**src/rtl/regex_cmd_controller.sv**
```systemverilog
// Command responder between the AXI-Lite register file and the regex coprocessor.
// Define REGEX_ELAPSED_COUNTER_EN to build the elapsed-clock counter; otherwise READ_ELAPSED_CLOCK returns 0.
module regex_cmd_controller #(
    parameter int REG_WIDTH  = 40,
    parameter int ADDR_WIDTH = 9
) (
    input  logic                  clk,
    input  logic                  reset,
    input  logic [REG_WIDTH-1:0]  cmd_in,
    input  logic [REG_WIDTH-1:0]  addr_in,
    input  logic [REG_WIDTH-1:0]  data_in,
    input  logic                  cmd_valid,
    output logic                  cmd_ready,
    output logic [REG_WIDTH-1:0]  data_out,
    output logic [REG_WIDTH-1:0]  status_out,
    output logic                  cmd_dropped,
    output logic [ADDR_WIDTH-1:0] mem_addr,
    output logic [REG_WIDTH-1:0]  mem_wdata,
    output logic                  mem_we,
    input  logic [REG_WIDTH-1:0]  mem_rdata,
    output logic                  cp_start,
    output logic                  cp_reset,
    input  logic                  cp_done,
    input  logic                  cp_accepted,
    input  logic                  cp_error
);

    localparam logic [REG_WIDTH-1:0] CMD_NOP          = REG_WIDTH'(32'd0);
    localparam logic [REG_WIDTH-1:0] CMD_WRITE        = REG_WIDTH'(32'd1);
    localparam logic [REG_WIDTH-1:0] CMD_READ         = REG_WIDTH'(32'd2);
    localparam logic [REG_WIDTH-1:0] CMD_START        = REG_WIDTH'(32'd3);
    localparam logic [REG_WIDTH-1:0] CMD_RESET        = REG_WIDTH'(32'd4);
    localparam logic [REG_WIDTH-1:0] CMD_READ_ELAPSED = REG_WIDTH'(32'd5);
    localparam logic [REG_WIDTH-1:0] CMD_RESTART      = REG_WIDTH'(32'd6);

    localparam logic [REG_WIDTH-1:0] STATUS_IDLE      = REG_WIDTH'(32'd0);
    localparam logic [REG_WIDTH-1:0] STATUS_RUNNING   = REG_WIDTH'(32'd1);
    localparam logic [REG_WIDTH-1:0] STATUS_ACCEPTED  = REG_WIDTH'(32'd2);
    localparam logic [REG_WIDTH-1:0] STATUS_REJECTED  = REG_WIDTH'(32'd3);
    localparam logic [REG_WIDTH-1:0] STATUS_ERROR     = REG_WIDTH'(32'd4);

    typedef enum logic [1:0] {
        ST_READY   = 2'd0,
        ST_RD_WAIT = 2'd1,
        ST_RUN     = 2'd2
    } state_t;

    state_t                state_q, state_d;
    logic                  cmd_ready_q, cmd_ready_d;
    logic [REG_WIDTH-1:0]  data_out_q, data_out_d;
    logic [REG_WIDTH-1:0]  status_q, status_d;
    logic                  cmd_dropped_q, cmd_dropped_d;
    logic [ADDR_WIDTH-1:0] mem_addr_q, mem_addr_d;
    logic [REG_WIDTH-1:0]  mem_wdata_q, mem_wdata_d;
    logic                  mem_we_q, mem_we_d;
    logic                  cp_start_q, cp_start_d;
    logic                  cp_reset_q, cp_reset_d;

    logic                  accept_s;
    logic                  start_run_s;
    logic                  soft_reset_s;
    logic                  cnt_inc_s;
    logic [REG_WIDTH-1:0]  elapsed_s;
    logic                  addr_unused_s;

    assign accept_s      = cmd_valid && cmd_ready_q;
    assign addr_unused_s = ^addr_in[REG_WIDTH-1:ADDR_WIDTH];

    // Command decode, run supervision and next-state selection
    always_comb begin
        state_d       = state_q;
        data_out_d    = data_out_q;
        status_d      = status_q;
        mem_addr_d    = mem_addr_q;
        mem_wdata_d   = mem_wdata_q;
        mem_we_d      = 1'b0;
        cmd_dropped_d = 1'b0;
        start_run_s   = 1'b0;
        soft_reset_s  = 1'b0;
        cnt_inc_s     = 1'b0;
        case (state_q)
            ST_READY: begin
                if (accept_s) begin
                    case (cmd_in)
                        CMD_NOP: begin
                            status_d = status_q;
                        end
                        CMD_WRITE: begin
                            mem_we_d    = 1'b1;
                            mem_addr_d  = addr_in[ADDR_WIDTH-1:0];
                            mem_wdata_d = data_in;
                        end
                        CMD_READ: begin
                            mem_addr_d = addr_in[ADDR_WIDTH-1:0];
                            state_d    = ST_RD_WAIT;
                        end
                        CMD_START:        start_run_s  = 1'b1;
                        CMD_RESET:        soft_reset_s = 1'b1;
                        CMD_READ_ELAPSED: data_out_d   = elapsed_s;
                        CMD_RESTART: begin
                            if ((status_q == STATUS_ACCEPTED) || (status_q == STATUS_REJECTED)) begin
                                start_run_s = 1'b1;
                            end else begin
                                status_d = STATUS_ERROR;
                            end
                        end
                        default: status_d = STATUS_ERROR;
                    endcase
                end else begin
                    state_d = ST_READY;
                end
            end
            ST_RD_WAIT: begin
                data_out_d = mem_rdata;
                state_d    = ST_READY;
            end
            ST_RUN: begin
                cnt_inc_s = 1'b1;
                if (accept_s) begin
                    case (cmd_in)
                        CMD_RESET:        soft_reset_s  = 1'b1;
                        CMD_READ_ELAPSED: data_out_d    = elapsed_s;
                        CMD_NOP:          cmd_dropped_d = 1'b0;
                        default:          cmd_dropped_d = 1'b1;
                    endcase
                end else begin
                    cmd_dropped_d = 1'b0;
                end
                // cp_error ends the run even without cp_done and outranks it
                if (cp_error) begin
                    status_d = STATUS_ERROR;
                    state_d  = ST_READY;
                end else if (cp_done) begin
                    status_d = cp_accepted ? STATUS_ACCEPTED : STATUS_REJECTED;
                    state_d  = ST_READY;
                end else begin
                    state_d = ST_RUN;
                end
            end
            default: state_d = ST_READY;
        endcase
        // A RESET command overrides any completion sampled on the same edge
        if (soft_reset_s) begin
            status_d   = STATUS_IDLE;
            data_out_d = {REG_WIDTH{1'b0}};
            state_d    = ST_READY;
        end else if (start_run_s) begin
            status_d = STATUS_RUNNING;
            state_d  = ST_RUN;
        end else begin
            cmd_ready_d = 1'b1;
        end
        cmd_ready_d = (state_d != ST_RD_WAIT);
        cp_start_d  = start_run_s;
        cp_reset_d  = soft_reset_s;
    end

`ifdef REGEX_ELAPSED_COUNTER_EN
    logic [REG_WIDTH-1:0] cnt_q, cnt_d;

    assign elapsed_s = cnt_q;

    // Elapsed counter: cleared on start/reset, saturating count while running
    always_comb begin
        cnt_d = cnt_q;
        if (soft_reset_s || start_run_s) begin
            cnt_d = {REG_WIDTH{1'b0}};
        end else if (cnt_inc_s && (cnt_q != {REG_WIDTH{1'b1}})) begin
            cnt_d = cnt_q + {{(REG_WIDTH-1){1'b0}}, 1'b1};
        end else begin
            cnt_d = cnt_q;
        end
    end

    // Elapsed counter register
    always_ff @(posedge clk or posedge reset) begin
        if (reset) begin
            cnt_q <= {REG_WIDTH{1'b0}};
        end else begin
            cnt_q <= cnt_d;
        end
    end
`else
    logic cnt_unused_s;

    assign elapsed_s    = {REG_WIDTH{1'b0}};
    assign cnt_unused_s = cnt_inc_s;
`endif

    // State and output registers
    always_ff @(posedge clk or posedge reset) begin
        if (reset) begin
            state_q       <= ST_READY;
            cmd_ready_q   <= 1'b1;
            data_out_q    <= {REG_WIDTH{1'b0}};
            status_q      <= STATUS_IDLE;
            cmd_dropped_q <= 1'b0;
            mem_addr_q    <= {ADDR_WIDTH{1'b0}};
            mem_wdata_q   <= {REG_WIDTH{1'b0}};
            mem_we_q      <= 1'b0;
            cp_start_q    <= 1'b0;
            cp_reset_q    <= 1'b0;
        end else begin
            state_q       <= state_d;
            cmd_ready_q   <= cmd_ready_d;
            data_out_q    <= data_out_d;
            status_q      <= status_d;
            cmd_dropped_q <= cmd_dropped_d;
            mem_addr_q    <= mem_addr_d;
            mem_wdata_q   <= mem_wdata_d;
            mem_we_q      <= mem_we_d;
            cp_start_q    <= cp_start_d;
            cp_reset_q    <= cp_reset_d;
        end
    end

    assign cmd_ready   = cmd_ready_q;
    assign data_out    = data_out_q;
    assign status_out  = status_q;
    assign cmd_dropped = cmd_dropped_q;
    assign mem_addr    = mem_addr_q;
    assign mem_wdata   = mem_wdata_q;
    assign mem_we      = mem_we_q;
    assign cp_start    = cp_start_q;
    assign cp_reset    = cp_reset_q;

endmodule

```
**config.mk**
```make
export PLATFORM = sky130hd
export DESIGN_NAME = regex_cmd_controller
export DESIGN_NICKNAME = d
export VERILOG_FILES = /design/src/rtl/regex_cmd_controller.sv
export SDC_FILE = /design/constraint.sdc
export NUM_CORES = 1
export LEC_CHECK = 0
export CAP_MARGIN = 20
export CORE_AREA = 2 2 116 118
export CTS_CLUSTER_SIZE = 30
export DETAILED_ROUTE_END_ITERATION = 10
export DIE_AREA = 0 0 118 120
export GPL_TIMING_DRIVEN = 0
export PLACE_DENSITY_LB_ADDON = 0.05
export SLEW_MARGIN = 10
export SYNTH_ARGS = -nofsm -noshare
export SYNTH_HDL_FRONTEND = slang
export SYNTH_SLANG_ARGS = --single-unit
```
**constraint.sdc**
```tcl
create_clock -name clk -period 3.32 [get_ports clk]
set_input_delay 0.332 -clock clk [delete_from_list [all_inputs] [get_ports clk]]
set_output_delay 0.332 -clock clk [all_outputs]
set_load 0.005 [all_outputs]
```
==> impl_results.md, run 1 <==
* Total Nets Final at 750
* Syn Std Cell Area at 4140 sq um
* RR Startpoint: cmd_ready$_DFF_PP1_
* Dpl ws at -0.1076 ns
* Vias in the first global route at 3293
* Fill count at 1149
* Dpl hpwl at 8733 microns
* First-pass GRT wire length at 17750 microns
* Syn. warnings at 0
* P_leak at 3.295 nW
* # IOs at 300
* Non-Filler Instances at 763
* Number of synthesized flops with an enable pin at 0
* R2R setup slack at 0.69 ns
* Max-cap violations at 0
* Cell Chain, Critical Path: clkdlybuf4s50_1, nor4_1, nand4_1, or3_1, or3_1, nor4_2, buf_2, mux2_2
* Clock Root Buffer: clkbuf_16
* Most frequent cells in the layout: 230 x clkdlybuf4s50_1, 98 x dfrtp_1, 40 x a22o_1
* Slew HR at 52.17%
* Leading cell type in the layout, fill and taps excluded: clkdlybuf4s50_1
* Max Buffers Root-to-Sink at 2
* CP most frequent cell: or3_1
* H-tree depth at 3
* Final Cycle Share at 90.88%
* Hold-fix buffers at CTS at 0
* Placer Congestion at 0.8119
* DR iter-0 viols at 104
* Max Freq at 331.4 MHz
* WP buf/inv at 2
* WHS Path Cells at 2
* Syn_area_per_cell at 13.57 sq um
* Clock slew seen by the registers of the worst setup and hold paths at 0.06 ns
* ANT cells at 0
* Starting Density at 31.90%
* Sequential area share after synthesis at 59.87%
* WP data arrival at 3.24 ns
* Core area at 12980 sq um
* Initial antenna violation count at 0
* Max stage delay cell, worst path: nor4_2
* Final worst setup slack at 0.3029 ns
* Met2 routed WL at 5446 microns
* Final setup vio count at 0
* Largest net degree at the start of global routing at 57
* Row count at 42
* Antenna-violating nets left at 0
* Fin crit period at 3.017 ns
* Routed len/inst at 14.92 microns
* Worst-Margin Slew at 0.7174 ns
* I/O Buffers at 230
* Share of cells above drive strength 1 at 18.57%
* CTS tree: done
* Unrepaired setup endpoints after global routing: no
* Register bit total from synthesis at 99
* Worst path required time at 3.54 ns
* Worst skew pair latency at 0.34 ns
* Clock tree sinks at 99
* Final hold viol count at 0
* R2R depth at 6
* Remaining global-route overflow at 0
* Crit. End Element: flop
* Die W at 118 microns
* Power per standard cell area at 347.6 nW/um^2
* Min-delay src: cmd_in[1]
* Metal-1 WL at 4865 microns
* Largest stage delay on the critical path at 0.51 ns
* DR vias at 3259
* Crit path kind: input port to flop
* DR pass1 iterations at 4
* Setup bufs post-CTS at 0
* Slew Limit Fails at 0
* Outcome: complete, no violations
* Total CTS buffers at 9
* Layout area overhead at 71.89%
* Post_cts resized at 0
* Die height at 120 microns
* CP Depth at 8
* Cell count after synthesis at 305
* Worst vdd ir at 241.6 uV
* Ys flop type: dfrtp_1
* Met3 wire length at 910 microns
* Die footprint at 14160 sq um
* Total negative setup slack at 0 ns
* Number of cells after detailed placement at 748
* Post-synth cell types at 34
* Final Routed Wirelength at 11380 microns
* Via/cell ratio at 4.271
* Clock skew at 0.003156 ns
* Crit path max fanout at 10
* Overall routing resource usage at 16.00%
* CP startpoint: cmd_in[33]
* FFs w/ async S/R, synth at 100.0%
* CP startpoint kind: input port
* Hold WC Path Type: input port to flop
* CP delay by family, top: simple AND/OR/NAND/NOR gates
* Drt drc at 0
* Top sig layer: met4
per-layer routing:
layer / track usage, % / up-vias
met3: 5.418 / 13
met2: 24.96 / 138
met5: 0 / -
li1: - / 1577
met4: 6.099 / 0
met1: 20.59 / 1531
synth_stat cells (2+ instances only):
| library cell | number | area [sq um] |
|---|---|---|
| clkbuf_1 | 10 | 37.54 |
| inv_1 | 7 | 26.28 |
| buf_2 | 4 | 20.02 |
| o21ai_0 | 3 | 15.01 |
| a31oi_1 | 2 | 12.51 |
| mux2_1 | 3 | 33.78 |
| mux2_2 | 38 | 427.9 |
| nand4_1 | 3 | 18.77 |
| nor4_1 | 9 | 56.30 |
| nand2b_1 | 4 | 25.02 |
| mux2_4 | 9 | 135.1 |
| nor2b_1 | 2 | 12.51 |
| a21oi_1 | 2 | 10.01 |
| or3_1 | 2 | 12.51 |
| or2_2 | 2 | 12.51 |
| nand2_1 | 7 | 26.28 |
| a22o_1 | 40 | 350.3 |
| nor3_1 | 3 | 15.01 |
| buf_4 | 37 | 277.8 |
| dfrtp_1 | 98 | 2452 |
| nor2_1 | 6 | 22.52 |
| a21boi_0 | 2 | 15.01 |
cell type report:
| class | count | area (sq um) | area share, % |
|---|---|---|---|
| Sequential cell | 99 | 2479 | 34.83 |
| Timing Repair Buffer | 232 | 2335 | 32.81 |
| Multi-Input combinational cell | 183 | 1424 | 20.01 |
| Buffer | 52 | 346.6 | 4.870 |
| Clock buffer | 12 | 246.5 | 3.463 |
| Tap cell | 176 | 220.2 | 3.094 |
| Clock inverter | 2 | 37.54 | 0.5274 |
| Inverter | 7 | 28.78 | 0.4044 |
power breakdown:
part,switching (mW),internal [mW]
Clock,0.424,0.597
Combinational,0.0725,0.174
Sequential,0.0000000000176,1.21
per-stage QoR:
step	power [mW]	hold slack [ns]	cell area, sq um	util [%]
floorplan	1.302	0.4289	4275	-
global placement	1.467	0.4686	6798	52.37
detailed placement	1.474	0.4760	6828	52.60
CTS	2.510	0.3833	7112	54.79
global route	2.571	0.4261	7117	54.83
finish	2.474	0.4034	7117	54.83
state kept, by name (all words and copies together), names as in the netlist, 2 cells and up:
register and count:
data_out 40, mem_wdata 40, state_q 2, status_out 3, mem_addr 9
cell families (layout without fill, tap and decap cells):
kind of cell,count (synthesis),count (layout),share of synthesized area (%)
xor+xnor,1,1,0.2116
flops,99,99,59.87
simple gates,41,41,5.651
mux,51,51,14.66
other cells,1,37,0.09057
compound gates,53,53,10.52
buf+inv,59,305,9.006
worst paths after layout:
check | endpoint
worst max-delay path | mem_wdata[39]$_DFFE_PP0P_
max in group asynchronous | cmd_ready$_DFF_PP1_
worst min-delay path | cmd_ready$_DFF_PP1_
worst min register to register | mem_wdata[32]$_DFFE_PP0P_
worst max register to register | mem_wdata[39]$_DFFE_PP0P_
min in group asynchronous | mem_wdata[24]$_DFFE_PP0P_
No activity file was read; power rests on OpenSTA's default activity.
==> inputs of run 2 (changes only) <==
--- a/config.mk
+++ b/config.mk
@@ -5,11 +5,12 @@
 export SDC_FILE = /design/constraint.sdc
 export NUM_CORES = 1
 export LEC_CHECK = 0
+export ABC_AREA = 1
 export CAP_MARGIN = 20
-export CORE_AREA = 2 2 116 118
+export CORE_MARGIN = 2
+export CORE_UTILIZATION = 36
 export CTS_CLUSTER_SIZE = 30
 export DETAILED_ROUTE_END_ITERATION = 10
-export DIE_AREA = 0 0 118 120
 export GPL_TIMING_DRIVEN = 0
 export PLACE_DENSITY_LB_ADDON = 0.05
 export SLEW_MARGIN = 10
==> run 2 against run 1 <==
Net effect:
- clock-buffer cell count fell by 2
- clock power rose by 6%
- cell area grew 5.0%
- sequential power about the same
- utilization increased by 7.1 points
- die area down 5.7%
- register-to-register slack better by 0.85 ns
- area after synthesis is 8.2% higher
- critical endpoint is now data_out[33]$_DFFE_PP0P_
- largest cell class unchanged
- highest routed layer unchanged
==> impl_results.md, run 2 <==
* Worst skew pair latency at 0.35 ns
* CP startpoint kind: input port
* WP data arrival at 2.10 ns
* Max Buffers Root-to-Sink at 2
* Crit path kind: input port to flop
* FFs w/ async S/R, synth at 100.0%
* Syn_area_per_cell at 8.486 sq um
* Routed len/inst at 12.89 microns
* Placed cell areas at 7168 sq um
* ANT cells at 0
* Number of synthesized flops with an enable pin at 0
* Clock tree sinks at 99
* Ys flop type: dfrtp_1
* Register bit total from synthesis at 99
* DR vias at 4168
* Clock Root Buffer: clkbuf_16
* Drt drc at 0
* # IOs at 300
* Row count at 40
* Syn Std Cell Area at 4481 sq um
* DR pass1 iterations at 4
* CTS tree: done
* Final Routed Wirelength at 12630 microns
* Placer Congestion at 0.7717
* Die footprint at 13350 sq um
* DR iter-0 viols at 175
* Most frequent cells in the layout: 231 x clkdlybuf4s50_1, 221 x nand2_1, 98 x dfrtp_1
* Cell count after synthesis at 528
* Worst-Margin Slew at 0.6716 ns
* Cell area after layout at 7472 sq um
* Logic pwr share at 9.8%
* Die height at 115.6 microns
* Slew Limit Fails at 0
* Switching Share at 21.57%
* Pint at 1.986 mW
* Total Nets Final at 973
* Worst vdd ir at 222.2 uV
* Layout area overhead at 66.77%
* CP delay by family, top: buffers and inverters
* Non-Filler Instances at 980
* Worst path required time at 3.56 ns
* Top cell type's share of synthesized area at 54.73%
* P_leak at 3.606 nW
* Register share of total power at 47.7%
* Initial antenna violation count at 0
* Dpl hpwl at 9762 microns
* Switching pwr at 0.5461 mW
* Share of power burned in the clock network at 42.5%
* Post-synth cell types at 24
* Final Util at 61.95%
* Share of cells above drive strength 1 at 12.56%
* Final hold viol count at 0
* Via/cell ratio at 4.253
* Clock slew seen by the registers of the worst setup and hold paths at 0.07 ns
* Largest net degree at the start of global routing at 52
* Crit path max fanout at 10
* Total CTS buffers at 9
* Largest stage delay on the critical path at 0.49 ns
* Syn. warnings at 0
* Number of cells after detailed placement at 964
* Synth area leader: dfrtp_1
* Antenna-violating nets left at 0
* Max Freq at 537.0 MHz
* H-tree depth at 3
* Remaining global-route overflow at 0
* Fill count at 1060
* Max stage delay cell, worst path: clkdlybuf4s50_1
* Crit. End Element: flop
* Post_cts resized at 0
* Setup bufs post-CTS at 0
* Hold WC Path Type: input port to async pin
* Synth top area cells: dfrtp_1 55%, nand2_1 19%, buf_4 6.9%
* Slew HR at 55.23%
* Starting Density at 37.15%
* I/O Buffers at 231
* WP buf/inv at 5
* First-pass GRT wire length at 20310 microns
* Fin crit period at 1.862 ns
* Outcome: complete, no violations
* Final setup vio count at 0
* Unrepaired setup endpoints after global routing: no
* Leading cell type in the layout, fill and taps excluded: clkdlybuf4s50_1
* Final worst setup slack at 1.458 ns
* Clock skew at 0.005849 ns
* Final Cycle Share at 56.09%
* Max-cap violations at 0
* Most common library cells after synthesis: 221 x nand2_1, 98 x dfrtp_1, 70 x nor2_1
* Dpl ws at 1.071 ns
* Core area at 12060 sq um
* Die W at 115.6 microns
* Cell Chain, Critical Path: clkdlybuf4s50_1, inv_2, nor2_1, inv_1, nor3_1, nand3_2, nand2_1, buf_6, buf_4, a21oi_2
* Cell with the most instances after synthesis: nand2_1
* Vias in the first global route at 4208
* Hold-fix buffers at CTS at 0
* Overall routing resource usage at 19.50%
* Sequential area share after synthesis at 55.32%
* Power per standard cell area at 338.8 nW/um^2
==> run 2: changes by cell type after synthesis, sizes merged, moves of 10 or more <==
cell,change
nand3,+15
nand2,+215
nor4,-10
a21oi,+37
mux2,-50
a22o,-40
nor2,+67
==> run 2: kinds of logic after synthesis <==
logic type	Yosys count	synth area share, %
AOI/OAI and AO/OA	40	6.507
other	1	0.08370
buffers and inverters	71	10.19
DFF	99	55.32
and+or+nand+nor	317	27.90
==> run 2: cell type report <==
type | instances | area (sq um) | share of cell area (%)
plain buffers | 58 | 407.9 | 5.459
clock buffers | 10 | 239.0 | 3.198
inverters | 13 | 51.30 | 0.6865
flip-flops and latches | 99 | 2479 | 33.17
clock inverters | 6 | 65.06 | 0.8707
repair buffers | 232 | 2340 | 31.31
multi-input cells | 394 | 1680 | 22.49
well taps | 168 | 210.2 | 2.813
==> run 2: power groups by stage <==
| stage | Sequential, mW | Clock [mW] | Combinational [mW] |
|---|---|---|---|
| finish | 1.21 | 1.08 | 0.249 |
| global route | 1.21 | 1.16 | 0.273 |
| CTS | 1.21 | 1.11 | 0.249 |
| detailed placement | 1.23 | 0 | 0.247 |
| global placement | 1.23 | 0 | 0.241 |
| floorplan | 1.23 | 0 | 0.0726 |
==> run 2: final timing paths <==
kind                                          from                   endpoint  slack [ns]  cells after the start
max                                      cmd_in[2]   data_out[33]$_DFFE_PP0P_        1.46                     10
min                                          reset   data_out[16]$_DFFE_PP0P_        0.45                      2
max reg2reg                   state_q[0]$_DFF_PP0_    mem_addr[7]$_DFFE_PP0P_        1.54                      8
min reg2reg                mem_addr[6]$_DFFE_PP0P_    mem_addr[6]$_DFFE_PP0P_        0.47                      2
max in group asynchronous                    reset  mem_wdata[14]$_DFFE_PP0P_        2.21                      3
min in group clk           mem_addr[6]$_DFFE_PP0P_    mem_addr[6]$_DFFE_PP0P_        0.47                      2
==> run 2: routing by layer <==
metal	vias up	wire length [microns]	track usage, %
li1	2109	-	-
met1	1879	5079	22.53
met2	160	5965	32.63
met3	20	1301	7.218
met4	0	281	8.353
met5	-	0	0
==> run 2: through the flow <==
step                      hold slack [ns]  power (mW)  setup TNS (ns)
after floorplan                    0.4416       1.303               0
after global placement             0.4546       1.471         -115.62
after detailed placement           0.4623       1.477               0
after CTS                          0.4664       2.561               0
after global routing               0.5008       2.634               0
final                              0.4452       2.532               0
